==> config.mk <==
export PLATFORM = sky130hd
export DESIGN_NAME = resp_handshake_monitor
export DESIGN_NICKNAME = d
export VERILOG_FILES = /design/src/rtl/resp_handshake_monitor.sv
export SDC_FILE = /design/constraint.sdc
export NUM_CORES = 1
export LEC_CHECK = 0
export CAP_MARGIN = 25
export CORE_UTILIZATION = 51
export DETAILED_ROUTE_END_ITERATION = 8
export GPL_ROUTABILITY_DRIVEN = 1
export PLACE_DENSITY = 0.77
export SYNTH_ARGS = -nofsm -noshare
export SYNTH_HDL_FRONTEND = slang
export SYNTH_SLANG_ARGS = --single-unit
export TNS_END_PERCENT = 50
==> constraint.sdc <==
create_clock -name clk -period 4.57 [get_ports clk]
set_input_delay 0.457 -clock clk [delete_from_list [all_inputs] [get_ports clk]]
set_output_delay 0.457 -clock clk [all_outputs]
set_load 0.01 [all_outputs]
==> src/rtl/resp_handshake_monitor.sv <==
// RESP request/grant handshake monitor: one checker FSM per channel,
// registered pass/error pulses and saturating aggregate counters.
module resp_handshake_monitor #(
    parameter int NUM_CH  = 4,
    parameter int MIN_LAT = 3,
    parameter int MAX_LAT = 3,
    parameter int CNT_W   = 16
) (
    input  logic                  clk,
    input  logic                  rst,
    input  logic [NUM_CH-1:0]     request,
    input  logic [NUM_CH-1:0]     grant,
    input  logic                  clr_cnt,
    output logic [NUM_CH-1:0]     pass_pulse,
    output logic [NUM_CH-1:0]     err_pulse,
    output logic [3*NUM_CH-1:0]   err_code,
    output logic [CNT_W-1:0]      pass_cnt,
    output logic [CNT_W-1:0]      err_cnt,
    output logic                  err_any
);

    localparam int LAT_W = $clog2(MAX_LAT + 1);
    localparam int POP_W = $clog2(NUM_CH + 1);
    localparam int SUM_W = CNT_W + POP_W;

    localparam logic [LAT_W-1:0] MIN_L = LAT_W'(MIN_LAT);
    localparam logic [LAT_W-1:0] MAX_L = LAT_W'(MAX_LAT);
    localparam logic [LAT_W-1:0] ONE_L = LAT_W'(1);

    if (MIN_LAT < 1 || MAX_LAT < MIN_LAT) begin : g_param_check
        $error("resp_handshake_monitor: need 1 <= MIN_LAT <= MAX_LAT");
    end

    typedef enum logic [2:0] {
        ST_IDLE,
        ST_WAIT_GNT,
        ST_WAIT_REQ_LOW,
        ST_WAIT_GNT_LOW,
        ST_RESYNC
    } state_e;

    state_e           state_q [NUM_CH];
    state_e           state_d [NUM_CH];
    logic [LAT_W-1:0] lat_q   [NUM_CH];
    logic [LAT_W-1:0] lat_d   [NUM_CH];

    logic [NUM_CH-1:0]   pass_q, pass_d;
    logic [NUM_CH-1:0]   err_q, err_d;
    logic [3*NUM_CH-1:0] code_q, code_d;
    logic [CNT_W-1:0]    pass_cnt_q, pass_cnt_d;
    logic [CNT_W-1:0]    err_cnt_q, err_cnt_d;
    logic                err_any_q, err_any_d;

    function automatic logic [CNT_W-1:0] sat_add(
        input logic [CNT_W-1:0]  cnt,
        input logic [NUM_CH-1:0] vec
    );
        logic [SUM_W-1:0] sum;
        sum = SUM_W'(cnt);
        for (int i = 0; i < NUM_CH; i++) begin
            sum = sum + SUM_W'(vec[i]);
        end
        if (sum > SUM_W'({CNT_W{1'b1}})) begin
            return {CNT_W{1'b1}};
        end
        return sum[CNT_W-1:0];
    endfunction

    always_comb begin
        pass_d = '0;
        err_d  = '0;
        code_d = '0;
        for (int c = 0; c < NUM_CH; c++) begin
            state_d[c] = state_q[c];
            lat_d[c]   = lat_q[c];
            unique case (state_q[c])
                ST_IDLE: begin
                    if (grant[c]) begin
                        err_d[c]          = 1'b1;
                        code_d[3*c +: 3]  = 3'd1;
                        state_d[c]        = ST_RESYNC;
                    end else if (request[c]) begin
                        state_d[c] = ST_WAIT_GNT;
                        lat_d[c]   = ONE_L;
                    end
                end
                ST_WAIT_GNT: begin
                    if (grant[c] && lat_q[c] < MIN_L) begin
                        err_d[c]          = 1'b1;
                        code_d[3*c +: 3]  = 3'd2;
                        state_d[c]        = ST_RESYNC;
                        lat_d[c]          = '0;
                    end else if (grant[c]) begin
                        state_d[c] = ST_WAIT_REQ_LOW;
                        lat_d[c]   = '0;
                    end else if (!request[c]) begin
                        err_d[c]          = 1'b1;
                        code_d[3*c +: 3]  = 3'd3;
                        state_d[c]        = ST_RESYNC;
                        lat_d[c]          = '0;
                    end else if (lat_q[c] == MAX_L) begin
                        err_d[c]          = 1'b1;
                        code_d[3*c +: 3]  = 3'd4;
                        state_d[c]        = ST_RESYNC;
                        lat_d[c]          = '0;
                    end else begin
                        lat_d[c] = lat_q[c] + ONE_L;
                    end
                end
                ST_WAIT_REQ_LOW: begin
                    if (request[c]) begin
                        err_d[c]          = 1'b1;
                        code_d[3*c +: 3]  = 3'd5;
                        state_d[c]        = ST_RESYNC;
                    end else if (!grant[c]) begin
                        err_d[c]          = 1'b1;
                        code_d[3*c +: 3]  = 3'd6;
                        state_d[c]        = ST_RESYNC;
                    end else begin
                        state_d[c] = ST_WAIT_GNT_LOW;
                    end
                end
                ST_WAIT_GNT_LOW: begin
                    if (grant[c]) begin
                        err_d[c]          = 1'b1;
                        code_d[3*c +: 3]  = 3'd7;
                        state_d[c]        = ST_RESYNC;
                    end else begin
                        pass_d[c] = 1'b1;
                        // A request on the grant-drop sample starts the next transfer
                        if (request[c]) begin
                            state_d[c] = ST_WAIT_GNT;
                            lat_d[c]   = ONE_L;
                        end else begin
                            state_d[c] = ST_IDLE;
                        end
                    end
                end
                ST_RESYNC: begin
                    if (!request[c] && !grant[c]) begin
                        state_d[c] = ST_IDLE;
                    end
                end
                default: begin
                    state_d[c] = ST_IDLE;
                    lat_d[c]   = '0;
                end
            endcase
        end
    end

    // Counters follow the registered pulses, so they lag them by one cycle
    always_comb begin
        if (clr_cnt) begin
            pass_cnt_d = '0;
            err_cnt_d  = '0;
            err_any_d  = 1'b0;
        end else begin
            pass_cnt_d = sat_add(pass_cnt_q, pass_q);
            err_cnt_d  = sat_add(err_cnt_q, err_q);
            err_any_d  = err_any_q | (|err_q);
        end
    end

    always_ff @(posedge clk) begin
        if (rst) begin
            for (int c = 0; c < NUM_CH; c++) begin
                state_q[c] <= ST_IDLE;
                lat_q[c]   <= '0;
            end
            pass_q     <= '0;
            err_q      <= '0;
            code_q     <= '0;
            pass_cnt_q <= '0;
            err_cnt_q  <= '0;
            err_any_q  <= 1'b0;
        end else begin
            for (int c = 0; c < NUM_CH; c++) begin
                state_q[c] <= state_d[c];
                lat_q[c]   <= lat_d[c];
            end
            pass_q     <= pass_d;
            err_q      <= err_d;
            code_q     <= code_d;
            pass_cnt_q <= pass_cnt_d;
            err_cnt_q  <= err_cnt_d;
            err_any_q  <= err_any_d;
        end
    end

    assign pass_pulse = pass_q;
    assign err_pulse  = err_q;
    assign err_code   = code_q;
    assign pass_cnt   = pass_cnt_q;
    assign err_cnt    = err_cnt_q;
    assign err_any    = err_any_q;

endmodule

==> results.txt <==
----------------------------------------------------
[Outcome]
  Status ... finished clean

[STA]
  Portion of the clock cycle consumed by the worst path in the final layout ... 0.601
  Fmax achieved ... roughly 0.36 GHz
  Max-Slew Margin vs Limit ... 0.505
  Sum of negative setup slack ... 0 ps
  Final worst path period need ... around 2700 ps
  Number of pins with negative max-slew slack in the final report ... 0
  Worst Tran Pin Value ... 739 ps
  # setup viols final ... 0
  Final setup skew ... 13.6 ps
  Number of hold violations in the final report ... 0
  RSZ-0062 raised after global routing ... no

[Critical path]
  CP max FO ... 12
  FF-to-FF Start ... err_pulse[0]
  Reg2Reg Depth ... 9
  Setup slack of the most critical reg-to-reg path ... roughly 1800 ps
  Crit Reg-Reg Endpoint ... err_cnt[0]
  Data required time at the worst endpoint ... 4830 ps
  Arrival time of data at the critical path endpoint ... ~3000 ps
  Element type at the critical path end ... flop
  Start-to-end type of the worst setup path ... reg -> reg
  Critical path startpoint category ... flop

[Power and ir drop]
  Lkg Pwr ... approximately 1.6 nW
  Maximum vdd ir drop ... ~0.00014 V
  Areal power density over the cells ... between 200 and 300 mW/mm^2
  Power Total ... between 0.001 and 0.0015 W

[Logic synthesis]
  Combinational family with the most area after synthesis ... compound AO/OA/AOI/OAI gates
  Fraction of synthesis flops using an asynchronous set or reset pin ... 0
  Dominant cells by area after synthesis ... sky130_fd_sc_hd__dfxtp_1 37%, sky130_fd_sc_hd__a21oi_1 5.7%, sky130_fd_sc_hd__o21ai_0 3.7%, sky130_fd_sc_hd__nor2_1 3.5%, sky130_fd_sc_hd__nor3_1 3.4%
  Share of the synthesized area in the top cell type ... 0.371
  Multiplexer area fraction after synthesis ... 0.0190
  Synthesized area divided by synthesized cell count ... ~8.3 sq um
  Adder-cell share of the synthesized area ... 0.0527
  Part of the Yosys area used for sequential elements ... 0.371
  Number of enable-type register cells in the synthesized netlist ... 0
  Ys Warns ... 0
  Mapped Area ... between 0.003 and 0.004 sq mm
  Post-synthesis share of cell area spent on xor and xnor gates ... 0.0333
  Number of storage elements in the synthesis netlist ... 73
  Mapped Nets ... 501
  Cell count after synthesis ... around 480
  Synthesized-area fraction occupied by and/or/nand/nor cells ... 0.219
  Predominant post-synthesis flop cell ... sky130_fd_sc_hd__dfxtp_1
  Compound-cell area share of the yosys netlist ... 0.245
  Post-synthesis cell type count ... 60
  Library cell with the largest summed area after synthesis ... sky130_fd_sc_hd__dfxtp_1

[Floorplan]
  Die area ... about 0.008 sq mm
  Die width ... between 80 and 90 microns
  I/O pin count ... between 60 and 70
  Die Y-Extent ... around 90 microns
  Initial core utilization ... 0.535
  Number of standard-cell rows in the floorplan ... 31
  Core area ... between 0.007 and 0.008 sq mm

[Clock tree]
  Clock sink count ... 73
  Number of buffers added by the clock tree synthesis step ... 9
  Max H-tree Level ... 3
  Clock-pin slew reported for the worst setup and hold paths after clock tree synthesis ... 70 ps
  Number of buffers inserted by post-CTS setup repair ... 0
  CTS tree ... yes
  Maximum buffer depth of the clock tree ... 2
  Count of hold buffers inserted by post-cts repair ... 0
  Post-cts resize count ... 0
  Root cell of the clock tree ... sky130_fd_sc_hd__clkbuf_8
  Clock insertion delay at the later pin of the skew report ... between 300 and 400 ps

[Place]
  Number of I/O port buffers ... 63
  Final weighted congestion of routability-driven global placement ... 0.880
  Total half-perimeter wirelength after legalization and detailed placement ... between 6000 and 7000 microns
  Dpl cell area ... about 0.0046 sq mm

[Layout]
  Finished Cell Area ... about 0.0048 sq mm
  Diodes inserted ... 0
  Top library cells by usage in the layout, fill and taps aside ... 73 x sky130_fd_sc_hd__dfxtp_1, 63 x sky130_fd_sc_hd__clkdlybuf4s50_1, 45 x sky130_fd_sc_hd__a21oi_1, 37 x sky130_fd_sc_hd__nor2_1, 32 x sky130_fd_sc_hd__inv_1
  Number of nets in the layout ... ~550
  Share of post-route cells with drive strength above 1 ... 0.0705
  Utilization after layout ... 0.647
  Leading cell type in the layout, fill and taps excluded ... sky130_fd_sc_hd__dfxtp_1
  Post-synthesis to final-layout area growth ... 21.0%

[Drt]
  Residual DRC ... 0
  Count of vias placed by the detailed router ... 3,611
  Starting DRT DRC Count ... around 140
  Vias per cell ... between 5 and 6
  Detail-routed net length per standard cell ... between 10 and 15 microns
  Number of search-and-repair iterations in the first detailed-routing pass ... 4
  Wire length after detailed routing ... around 8600 microns
  Antenna Violating Nets Remaining ... 0

[Job]
  Maxcap violations ... 0

[GRT]
  Total global-route track usage ... 0.220
  Wire length of the first global-routing pass ... roughly 15,000 microns
  Vias in the first global route ... 3,198
  Maximum number of pins on one net before global-route repair ... 31
  Antenna violations before repair ... 0
  GRT Residual Overflow ... 0

[Min path]
  Worst hold endpoint ... lat_q[2][1]
  Worst min-delay path category ... reg -> reg
  Number of stages on the worst hold path ... 2
  HP Start ... lat_q[2][1]

----------------------------------------------------
## how the worst max path moves through the flow
stage / start / endpoint / slack, ps / cells past startpoint
2_1_floorplan: err_pulse[0] / err_cnt[15] / 2080 / 7
3_3_place_gp: pass_pulse[0] / pass_cnt[0] / 1930 / 9
3_5_place_dp: err_pulse[0] / err_cnt[13] / 1820 / 9
4_1_cts: err_pulse[0] / err_cnt[0] / 1800 / 9
5_1_grt: pass_pulse[0] / pass_cnt[10] / 1540 / 9
6_report: err_pulse[0] / err_cnt[0] / 1820 / 9
## stage by stage
stage | worst slack (ps) | hold WS, ps | cells
after floorplan | 2080 | 453 | 477
after global placement | 1930 | 471 | 610
after detailed placement | 1820 | 482 | 610
after CTS | 1800 | 493 | 624
after global routing | 1540 | 555 | 624
final | 1820 | 488 | 624
## synthesized netlist by cell type (all sizes together) (3+ instances only)
| library cell | number |
|---|---|
| nand2b | 6 |
| a22oi | 3 |
| a211o | 3 |
| nor4 | 6 |
| nand2 | 19 |
| buf | 4 |
| mux2i | 3 |
| ha | 7 |
| xor2 | 8 |
| o2111ai | 7 |
| mux2 | 4 |
| o31ai | 6 |
| a221oi | 3 |
| o32a | 3 |
| o21a | 6 |
| nor2 | 37 |
| a211oi | 5 |
| a2111oi | 3 |
| nor3 | 28 |
| xnor2 | 7 |
| and3 | 4 |
| nor3b | 5 |
| nor2b | 9 |
| a31oi | 13 |
| nand4 | 5 |
| o21ai | 29 |
| inv | 32 |
| a21oi | 45 |
| or2 | 7 |
| clkbuf | 25 |
| dfxtp | 73 |
| or3 | 8 |
| and2 | 8 |
| o211ai | 7 |
| nand3 | 10 |
| fa | 6 |
## metal layers
metal / GRT usage / vias up / part of all wire
met5: 0 / - / 0
met2: 0.367 / 86 / 0.48
met4: 0.109 / 0 / 0.025
li1: - / 1821 / -
met3: 0.0313 / 17 / 0.039
met1: 0.279 / 1687 / 0.45
## cells by family after synthesis
kind of cell,count (synthesis)
AND/OR/NAND/NOR,160
AO/OA/AOI/OAI,147
flip-flops,73
buffers and inverters,62
XOR/XNOR,15
multiplexers,7
adder cells (fa/ha/maj),13
## layout make-up
class,instances,area [sq um]
sequential,73,1460
clock buffer,10,138
inverter,33,124
tap,99,124
timing repair buffer,63,631
clock inverter,4,45.0
multi-input combinational,342,2240
fill,618,2600
## flip-flops by register name, summed over array words and instances (netlist names)
signal and flops:
pass_pulse 4, state_q 12, err_pulse 4, pass_cnt 16, err_cnt 16, err_code 12, err_any 1, lat_q 8
## worst max-delay path, stage by stage, from the launching register on
cell                      delay (ps)
sky130_fd_sc_hd__dfxtp_1         340
sky130_fd_sc_hd__fa_1            540
sky130_fd_sc_hd__inv_1            50
sky130_fd_sc_hd__fa_1            380
sky130_fd_sc_hd__inv_1            90
sky130_fd_sc_hd__fa_1            280
sky130_fd_sc_hd__nand3_1         160
sky130_fd_sc_hd__nor3_2          250
sky130_fd_sc_hd__nand2_1         320
sky130_fd_sc_hd__a21oi_1         260
## power by group
| part | total, W | switching (W) | internal, W |
|---|---|---|---|
| clock | 0.000487 | 0.000229 | 0.000258 |
| combinational | 0.000125 | 0.0000675 | 0.0000577 |
| sequential | 0.000671 | 0.0000189 | 0.000652 |
Note: power is estimated with default switching activity, not from simulation.
